File: src/rtl/id_ex_stage_reg.sv
// ID/EX pipeline register with valid bit, downstream-stall hold, flush and load-use bubble insertion.
// Define ID_EX_PERF_CNT_EN to add saturating bubble/flush performance counters.
module id_ex_stage_reg #(
   parameter int XLEN                = 32,
   parameter int RA_W                = 5,
   parameter int ALUC_W              = 4,
   parameter bit CLEAR_DATA_ON_FLUSH = 1'b0,
   parameter int CNT_W               = 16
) (
   input  logic              clk,
   input  logic              rst,
   input  logic              valid_d,
   input  logic              reg_write_d,
   input  logic              alu_src_d,
   input  logic              mem_write_d,
   input  logic              mem_read_d,
   input  logic              result_src_d,
   input  logic              branch_d,
   input  logic [ALUC_W-1:0] alu_control_d,
   input  logic [XLEN-1:0]   rd1_d,
   input  logic [XLEN-1:0]   rd2_d,
   input  logic [XLEN-1:0]   imm_ext_d,
   input  logic [XLEN-1:0]   pc_d,
   input  logic [XLEN-1:0]   pcplus4_d,
   input  logic [RA_W-1:0]   rd_d,
   input  logic [RA_W-1:0]   rs1_d,
   input  logic [RA_W-1:0]   rs2_d,
   input  logic              flush,
   input  logic              stall_e,
   output logic              valid_e,
   output logic              reg_write_e,
   output logic              alu_src_e,
   output logic              mem_write_e,
   output logic              mem_read_e,
   output logic              result_src_e,
   output logic              branch_e,
   output logic [ALUC_W-1:0] alu_control_e,
   output logic [XLEN-1:0]   rd1_e,
   output logic [XLEN-1:0]   rd2_e,
   output logic [XLEN-1:0]   imm_ext_e,
   output logic [XLEN-1:0]   pc_e,
   output logic [XLEN-1:0]   pcplus4_e,
   output logic [RA_W-1:0]   rd_e,
   output logic [RA_W-1:0]   rs1_e,
   output logic [RA_W-1:0]   rs2_e,
   output logic              stall_fd,
   output logic              hazard
`ifdef ID_EX_PERF_CNT_EN
   ,
   output logic [CNT_W-1:0]  bubble_cnt,
   output logic [CNT_W-1:0]  flush_cnt
`endif
);

   typedef struct packed {
      logic              valid;
      logic              reg_write;
      logic              alu_src;
      logic              mem_write;
      logic              mem_read;
      logic              result_src;
      logic              branch;
      logic [ALUC_W-1:0] alu_control;
      logic [XLEN-1:0]   rd1;
      logic [XLEN-1:0]   rd2;
      logic [XLEN-1:0]   imm_ext;
      logic [XLEN-1:0]   pc;
      logic [XLEN-1:0]   pcplus4;
      logic [RA_W-1:0]   rd;
      logic [RA_W-1:0]   rs1;
      logic [RA_W-1:0]   rs2;
   } ex_stage_t;

   ex_stage_t stage_q, stage_d;
   ex_stage_t load_v, squash_v;
   logic      do_bubble;

   always_comb begin
      hazard = stage_q.valid & stage_q.mem_read & (stage_q.rd != '0) & valid_d &
               ((stage_q.rd == rs1_d) | (stage_q.rd == rs2_d));
      stall_fd  = ~flush & (hazard | stall_e);
      do_bubble = ~flush & ~stall_e & hazard;

      // Non-valid slots load with control forced low so they can never write.
      load_v.valid       = valid_d;
      load_v.reg_write   = valid_d & reg_write_d;
      load_v.alu_src     = valid_d & alu_src_d;
      load_v.mem_write   = valid_d & mem_write_d;
      load_v.mem_read    = valid_d & mem_read_d;
      load_v.result_src  = valid_d & result_src_d;
      load_v.branch      = valid_d & branch_d;
      load_v.alu_control = valid_d ? alu_control_d : '0;
      load_v.rd1         = rd1_d;
      load_v.rd2         = rd2_d;
      load_v.imm_ext     = imm_ext_d;
      load_v.pc          = pc_d;
      load_v.pcplus4     = pcplus4_d;
      load_v.rd          = rd_d;
      load_v.rs1         = rs1_d;
      load_v.rs2         = rs2_d;

      squash_v             = stage_q;
      squash_v.valid       = 1'b0;
      squash_v.reg_write   = 1'b0;
      squash_v.alu_src     = 1'b0;
      squash_v.mem_write   = 1'b0;
      squash_v.mem_read    = 1'b0;
      squash_v.result_src  = 1'b0;
      squash_v.branch      = 1'b0;
      squash_v.alu_control = '0;
      if (CLEAR_DATA_ON_FLUSH) begin
         squash_v.rd1     = '0;
         squash_v.rd2     = '0;
         squash_v.imm_ext = '0;
         squash_v.pc      = '0;
         squash_v.pcplus4 = '0;
         squash_v.rd      = '0;
         squash_v.rs1     = '0;
         squash_v.rs2     = '0;
      end

      // Priority: flush, then downstream stall, then load-use bubble, then load.
      stage_d = stage_q;
      if (flush) begin
         stage_d = squash_v;
      end else if (stall_e) begin
         stage_d = stage_q;
      end else if (hazard) begin
         stage_d = squash_v;
      end else begin
         stage_d = load_v;
      end
   end

   always_ff @(posedge clk or negedge rst) begin
      if (!rst) begin
         stage_q <= '0;
      end else begin
         stage_q <= stage_d;
      end
   end

   assign valid_e       = stage_q.valid;
   assign reg_write_e   = stage_q.reg_write;
   assign alu_src_e     = stage_q.alu_src;
   assign mem_write_e   = stage_q.mem_write;
   assign mem_read_e    = stage_q.mem_read;
   assign result_src_e  = stage_q.result_src;
   assign branch_e      = stage_q.branch;
   assign alu_control_e = stage_q.alu_control;
   assign rd1_e         = stage_q.rd1;
   assign rd2_e         = stage_q.rd2;
   assign imm_ext_e     = stage_q.imm_ext;
   assign pc_e          = stage_q.pc;
   assign pcplus4_e     = stage_q.pcplus4;
   assign rd_e          = stage_q.rd;
   assign rs1_e         = stage_q.rs1;
   assign rs2_e         = stage_q.rs2;

`ifdef ID_EX_PERF_CNT_EN
   logic [CNT_W-1:0] bubble_cnt_q, bubble_cnt_d;
   logic [CNT_W-1:0] flush_cnt_q, flush_cnt_d;

   always_comb begin
      bubble_cnt_d = bubble_cnt_q;
      flush_cnt_d  = flush_cnt_q;
      if (do_bubble && (bubble_cnt_q != '1)) begin
         bubble_cnt_d = bubble_cnt_q + 1'b1;
      end
      // Only flushes that actually discard a real instruction are counted.
      if (flush && (stage_q.valid || valid_d) && (flush_cnt_q != '1)) begin
         flush_cnt_d = flush_cnt_q + 1'b1;
      end
   end

   always_ff @(posedge clk or negedge rst) begin
      if (!rst) begin
         bubble_cnt_q <= '0;
         flush_cnt_q  <= '0;
      end else begin
         bubble_cnt_q <= bubble_cnt_d;
         flush_cnt_q  <= flush_cnt_d;
      end
   end

   assign bubble_cnt = bubble_cnt_q;
   assign flush_cnt  = flush_cnt_q;
`else
   logic unused_perf;
   assign unused_perf = do_bubble ^ (CNT_W[0]);
`endif

endmodule

File: config.mk
export PLATFORM = sky130hd
export DESIGN_NAME = id_ex_stage_reg
export DESIGN_NICKNAME = d
export VERILOG_FILES = /design/src/rtl/id_ex_stage_reg.sv
export SDC_FILE = /design/constraint.sdc
export NUM_CORES = 1
export LEC_CHECK = 0
export CAP_MARGIN = 30
export CORE_AREA = 2 2 147 149
export DETAILED_ROUTE_END_ITERATION = 7
export DIE_AREA = 0 0 149 151
export PLACE_DENSITY = 0.75
export SETUP_SLACK_MARGIN = 0.4
export SKIP_CTS_REPAIR_TIMING = 1
export SLEW_MARGIN = 20
export SYNTH_ARGS = -nofsm -noshare
export SYNTH_HDL_FRONTEND = slang
export SYNTH_SLANG_ARGS = --single-unit
File: constraint.sdc
create_clock -name clk -period 2.25 [get_ports clk]
set_input_delay 0.45 -clock clk [delete_from_list [all_inputs] [get_ports clk]]
set_output_delay 0.45 -clock clk [all_outputs]
set_load 0.03 [all_outputs]
Word-level counts from Yosys, hierarchy flattened
Cells that the tools add are included.
{ "classes": {"reduce_logical": 2, "n_eq_ne": 3, "bitwise": 16, "n_mux": 4} }
{ "op_table": {"columns": ["op", "n"], "rows": [
  ["$mux 186", 3],
  ["$and 1x1->1", 11],
  ["$eq 5x5->1", 2],
  ["$reduce_bool 5->1", 1],
  ["$mux 4", 1],
  ["$not 1->1", 3],
  ["$reduce_and 3->1", 1],
  ["$ne 2x2->1 const B", 1],
  ["$or 1x1->1", 2]
]} }
{ "word_totals": {"in_bits": 190, "register_bits": 186, "output_inout_bits": 188, "elab_cells": 41} }

Longest topological paths before layout
{ "logic_depth": {"word_depth": 7, "mapped_depth": 7, "mapped_depth_nobuf": 6} }

Least setup slack after synthesis
OpenSTA, ideal clock, no wires.
{ "synth_timing": {"kind": "reg-to-output", "startpoint": "register stage_q, in the netlist rd_e[4]", "endpoint": "output port stall_fd", "path_slack_ns": 0.122, "t_arrival_ns": 1.678, "path_stages_with_launch": 6, "cell_sequence": "dfrtp_1 > xnor2_1 > nand3_1 > o22ai_1 > nand2_1 > a21oi_1"} }
{ "synth_between": {"elab_chain_cells": 6, "elab_cells_between_ends": 9, "cone_classes": "eq/ne: 2; bitwise: 6; reduce/logical: 1"} }
{ "synth_lines": {"columns": ["item", "line_no", "text"], "rows": [
  ["start, declared", "74", "ex_stage_t stage_q, stage_d;"],
  ["start signal, assigned", "139", "stage_q <= stage_d;"],
  ["$reduce_bool 5->1", "79", "hazard = stage_q.valid & stage_q.mem_read & (stage_q.rd != '0) & valid_d &"],
  ["$and 1x1->1 (2 in a row)", "79", null],
  ["$and 1x1->1 *", "79", null],
  ["$or 1x1->1 *", "81", "stall_fd = ~flush & (hazard | stall_e);"],
  ["$and 1x1->1 *", "81", null],
  ["end, declared", "46", "output logic stall_fd,"]
]} }
Every way passes the cells marked *; elsewhere a longest branch is shown, timed or not.

Worst setup path after layout
{ "layout_timing": {"startpoint": "input port rs1_d[3]", "endpoint": "output port stall_fd"} }
{ "layout_between": {"elab_chain_cells": 5} }
{ "layout_lines": {"columns": ["item", "line_no", "text"], "rows": [
  ["start, declared", "26", "input logic [RA_W-1:0] rs1_d,"],
  ["$eq 5x5->1", "80", "((stage_q.rd == rs1_d) | (stage_q.rd == rs2_d));"],
  ["$or 1x1->1", "80", null],
  ["$and 1x1->1", "79", null],
  ["$or 1x1->1", "81", null],
  ["$and 1x1->1", "81", null]
]} }
No other way between the ends.

==> results by group <==
Power and ir drop
  • Worst vdd ir: 0.000481 V
  • Tot Pwr: 10.4 mW
  • Lkg Pwr: 7.32 nW
  • Pwr dens: 781 nW/um2

Logic synthesis
  • Synth cell types: 22
  • Area leader, netlist: dfrtp_1
  • Post-Synthesis Mean Instance Area: 16.1 um2
  • Synth cell count leaders: 186 x dfrtp_1, 124 x mux2_2, 51 x mux2_1
  • Count leader, synth: dfrtp_1
  • Largest cells by area after synthesis: dfrtp_1 66%, mux2_2 20%, mux2_1 8.1%, buf_4 1.7%, xnor2_1 1.2%
  • Top cell type's share of synthesized area: 65.6%
  • Cell area after synthesis: 7100 um2
  • Asr flop ratio synth: 100%
  • Synth Flop Type: dfrtp_1
  • Synth Net Count: 630
  • Number of synthesized register bits: 186
  • EDFF count, synth: 0
  • Post-Syn Instances: 440
  • Sequential element share of the synthesized area: 65.6%
  • Yosys warnings: 0

Timing
  • Final period util: 98.6%
  • Final setup viols: 0
  • FMAX: 451 MHz
  • Setup WS post-layout: 0.0310 ns
  • Max_slew headroom: 64.0%
  • Endpoints failing hold: 17
  • RSZ-0062 raised after global routing: yes
  • Worst Max-Slew Pin Slew: 0.540 ns
  • Worst hold slack: -0.0179 ns
  • Slew Viols, Final: 0
  • Minimum clock period: 2.22 ns
  • Clk_skew: 0.0126 ns

Clock network
  • Number of CTS-inserted buffers: 17
  • Worst-Skew Late Latency: 0.43 ns
  • H-tree depth: 4
  • Clock Sinks: 186
  • TritonCTS clock tree: built
  • CTS root buffer: clkbuf_16
  • CTS max path bufs: 2
  • Clock Pin Slew Worst Setup and Hold Paths: 0.08 ns

Final layout
  • Synth-to-layout area growth: 87.8%
  • Layout fillers: 1520
  • Ratio of cells with drive above 1 in the final layout: 26.7%
  • Final nets: 1057
  • Antenna diodes: 0

Setup path
  • Setup slack, reg-to-reg: 0.04 ns
  • WP data arrival: 1.77 ns
  • CP Capture Type: primary output
  • Crit path kind: in2out
  • Critical Path RT: 1.80 ns
  • R2R Path Start: rd_e[4]
  • Worst setup SP type: input pin
  • FF-to-FF path depth: 10
  • Reg2reg end: rd2_e[21]
  • CP max FO: 3

Global routing
  • Number of global-route vias before repair: 5316
  • Largest net degree at the start of global routing: 56
  • Aggregate global-route resource usage: 16.8%
  • First-pass GRT wire length: 29100 um
  • Initial antenna violation count: 0
  • Grt total ovfl: 0

Place
  • DP Wirelength: 14900 um
  • Post-Place Setup Slack: -0.271 ns
  • Global placement routability congestion: 0.733
  • IO buf count: 377

Floorplan
  • Die Footprint: 22500 um2
  • Row cnt: 53
  • Die width: 149 um
  • IO Pins: 378
  • Core Box Area: 20800 um2
  • Initial core utilization: 34.1%
  • Die Ht: 151 um

Route
  • Via/cell ratio: 4.60
  • ANT nets after route: 0
  • Post-route DRC: 0
  • Wire per inst: 19.8 um
  • Initial DRT Pass Iterations: 4
  • DR iter-0 viols: 103
  • Total number of vias: 5313
  • Total wire length: 22800 um

Min path
  • Hold WC Path Type: in2async

Flow run
  • Number of max-cap violations: 0

Status
  • Status: finished, violations left
  • Failing checks: hold timing
## worst max-delay path by stage
stage	startpoint	end	slack [ns]	cells after the start
after global placement	rs1_d[4]	stall_fd	-0.29	7
after CTS	rd_e[4]	stall_fd	-0.31	6
after global routing	rd_e[4]	stall_fd	-0.04	6
after floorplan	rd_e[0]	rd_e[0]	0.36	6
after detailed placement	rs1_d[4]	stall_fd	-0.27	7
final	rs1_d[3]	stall_fd	0.03	7
## power by group
part           internal (mW)  switching, mW
sequential              3.82          0.257
clock                   1.64           1.43
combinational           1.63           1.64
total                   7.09           3.33
## through the flow
stage	util, %	area, um2	setup TNS (ns)	hold slack, ns	instances
floorplan	-	7120	0	0.154	440
global placement	54.7	11400	-32.52	0.463	1096
detailed placement	54.7	11400	-28.96	0.461	1096
CTS	57.6	12000	-0.529	-0.0167	1128
global route	64.0	13300	-0.328	0.000971	1155
finish	64.0	13300	0	-0.0179	1155
## layer usage
metal	track usage, %	share of wire (%)	vias up
li1	-	-	2407
met1	19.5	38	2633
met2	28.6	52	247
met3	6.81	8.3	26
met4	4.67	1.8	0
met5	0	0	-
## cell type report
| type | count | area [um2] | share of cell area [%] |
|---|---|---|---|
| Timing Repair Buffer | 429 | 5110 | 38.3 |
| Clock inverter | 13 | 153 | 1.15 |
| Clock buffer | 19 | 453 | 3.40 |
| Sequential cell | 186 | 4660 | 35.0 |
| Tap cell | 275 | 344 | 2.58 |
| Multi-Input combinational cell | 230 | 2600 | 19.5 |
| Inverter | 3 | 11.3 | 0.0845 |
## critical path, stage by stage
cell	delay [ns]
clkdlybuf4s50_1	0.49
xnor2_1	0.13
nand2_1	0.09
o22ai_2	0.20
nand2_2	0.12
a21oi_4	0.14
buf_6	0.14
## cells in the final DEF (no fill, tap or decap), drive strengths merged, types with 7 or more instances in the layout
| cell type | count |
|---|---|
| nand2 | 12 |
| dfrtp | 186 |
| o21ai | 9 |
| clkbuf | 34 |
| mux2 | 175 |
| dlymetal6s2s | 192 |
| inv | 8 |
| xnor2 | 10 |
| nand3 | 12 |
| clkdlybuf4s50 | 182 |
| clkinv | 7 |
| buf | 40 |
## state kept, by name (all words and copies together) (netlist names)
name           flops
imm_ext_e         32
alu_src_e          1
rd2_e             32
result_src_e       1
rs1_e              5
rs2_e              5
alu_control_e      4
mem_write_e        1
rd_e               5
branch_e           1
mem_read_e         1
rd1_e             32
reg_write_e        1
pcplus4_e         32
pc_e              32
valid_e            1
## logic make-up after synthesis
| logic type | share of synthesized area (%) |
|---|---|
| AO/OA/AOI/OAI | 1.32 |
| XOR/XNOR | 1.23 |
| buffers and inverters | 2.17 |
| flip-flops | 65.6 |
| multiplexers | 27.8 |
| AND/OR/NAND/NOR | 1.92 |
No activity file was read; power rests on OpenSTA's default activity.
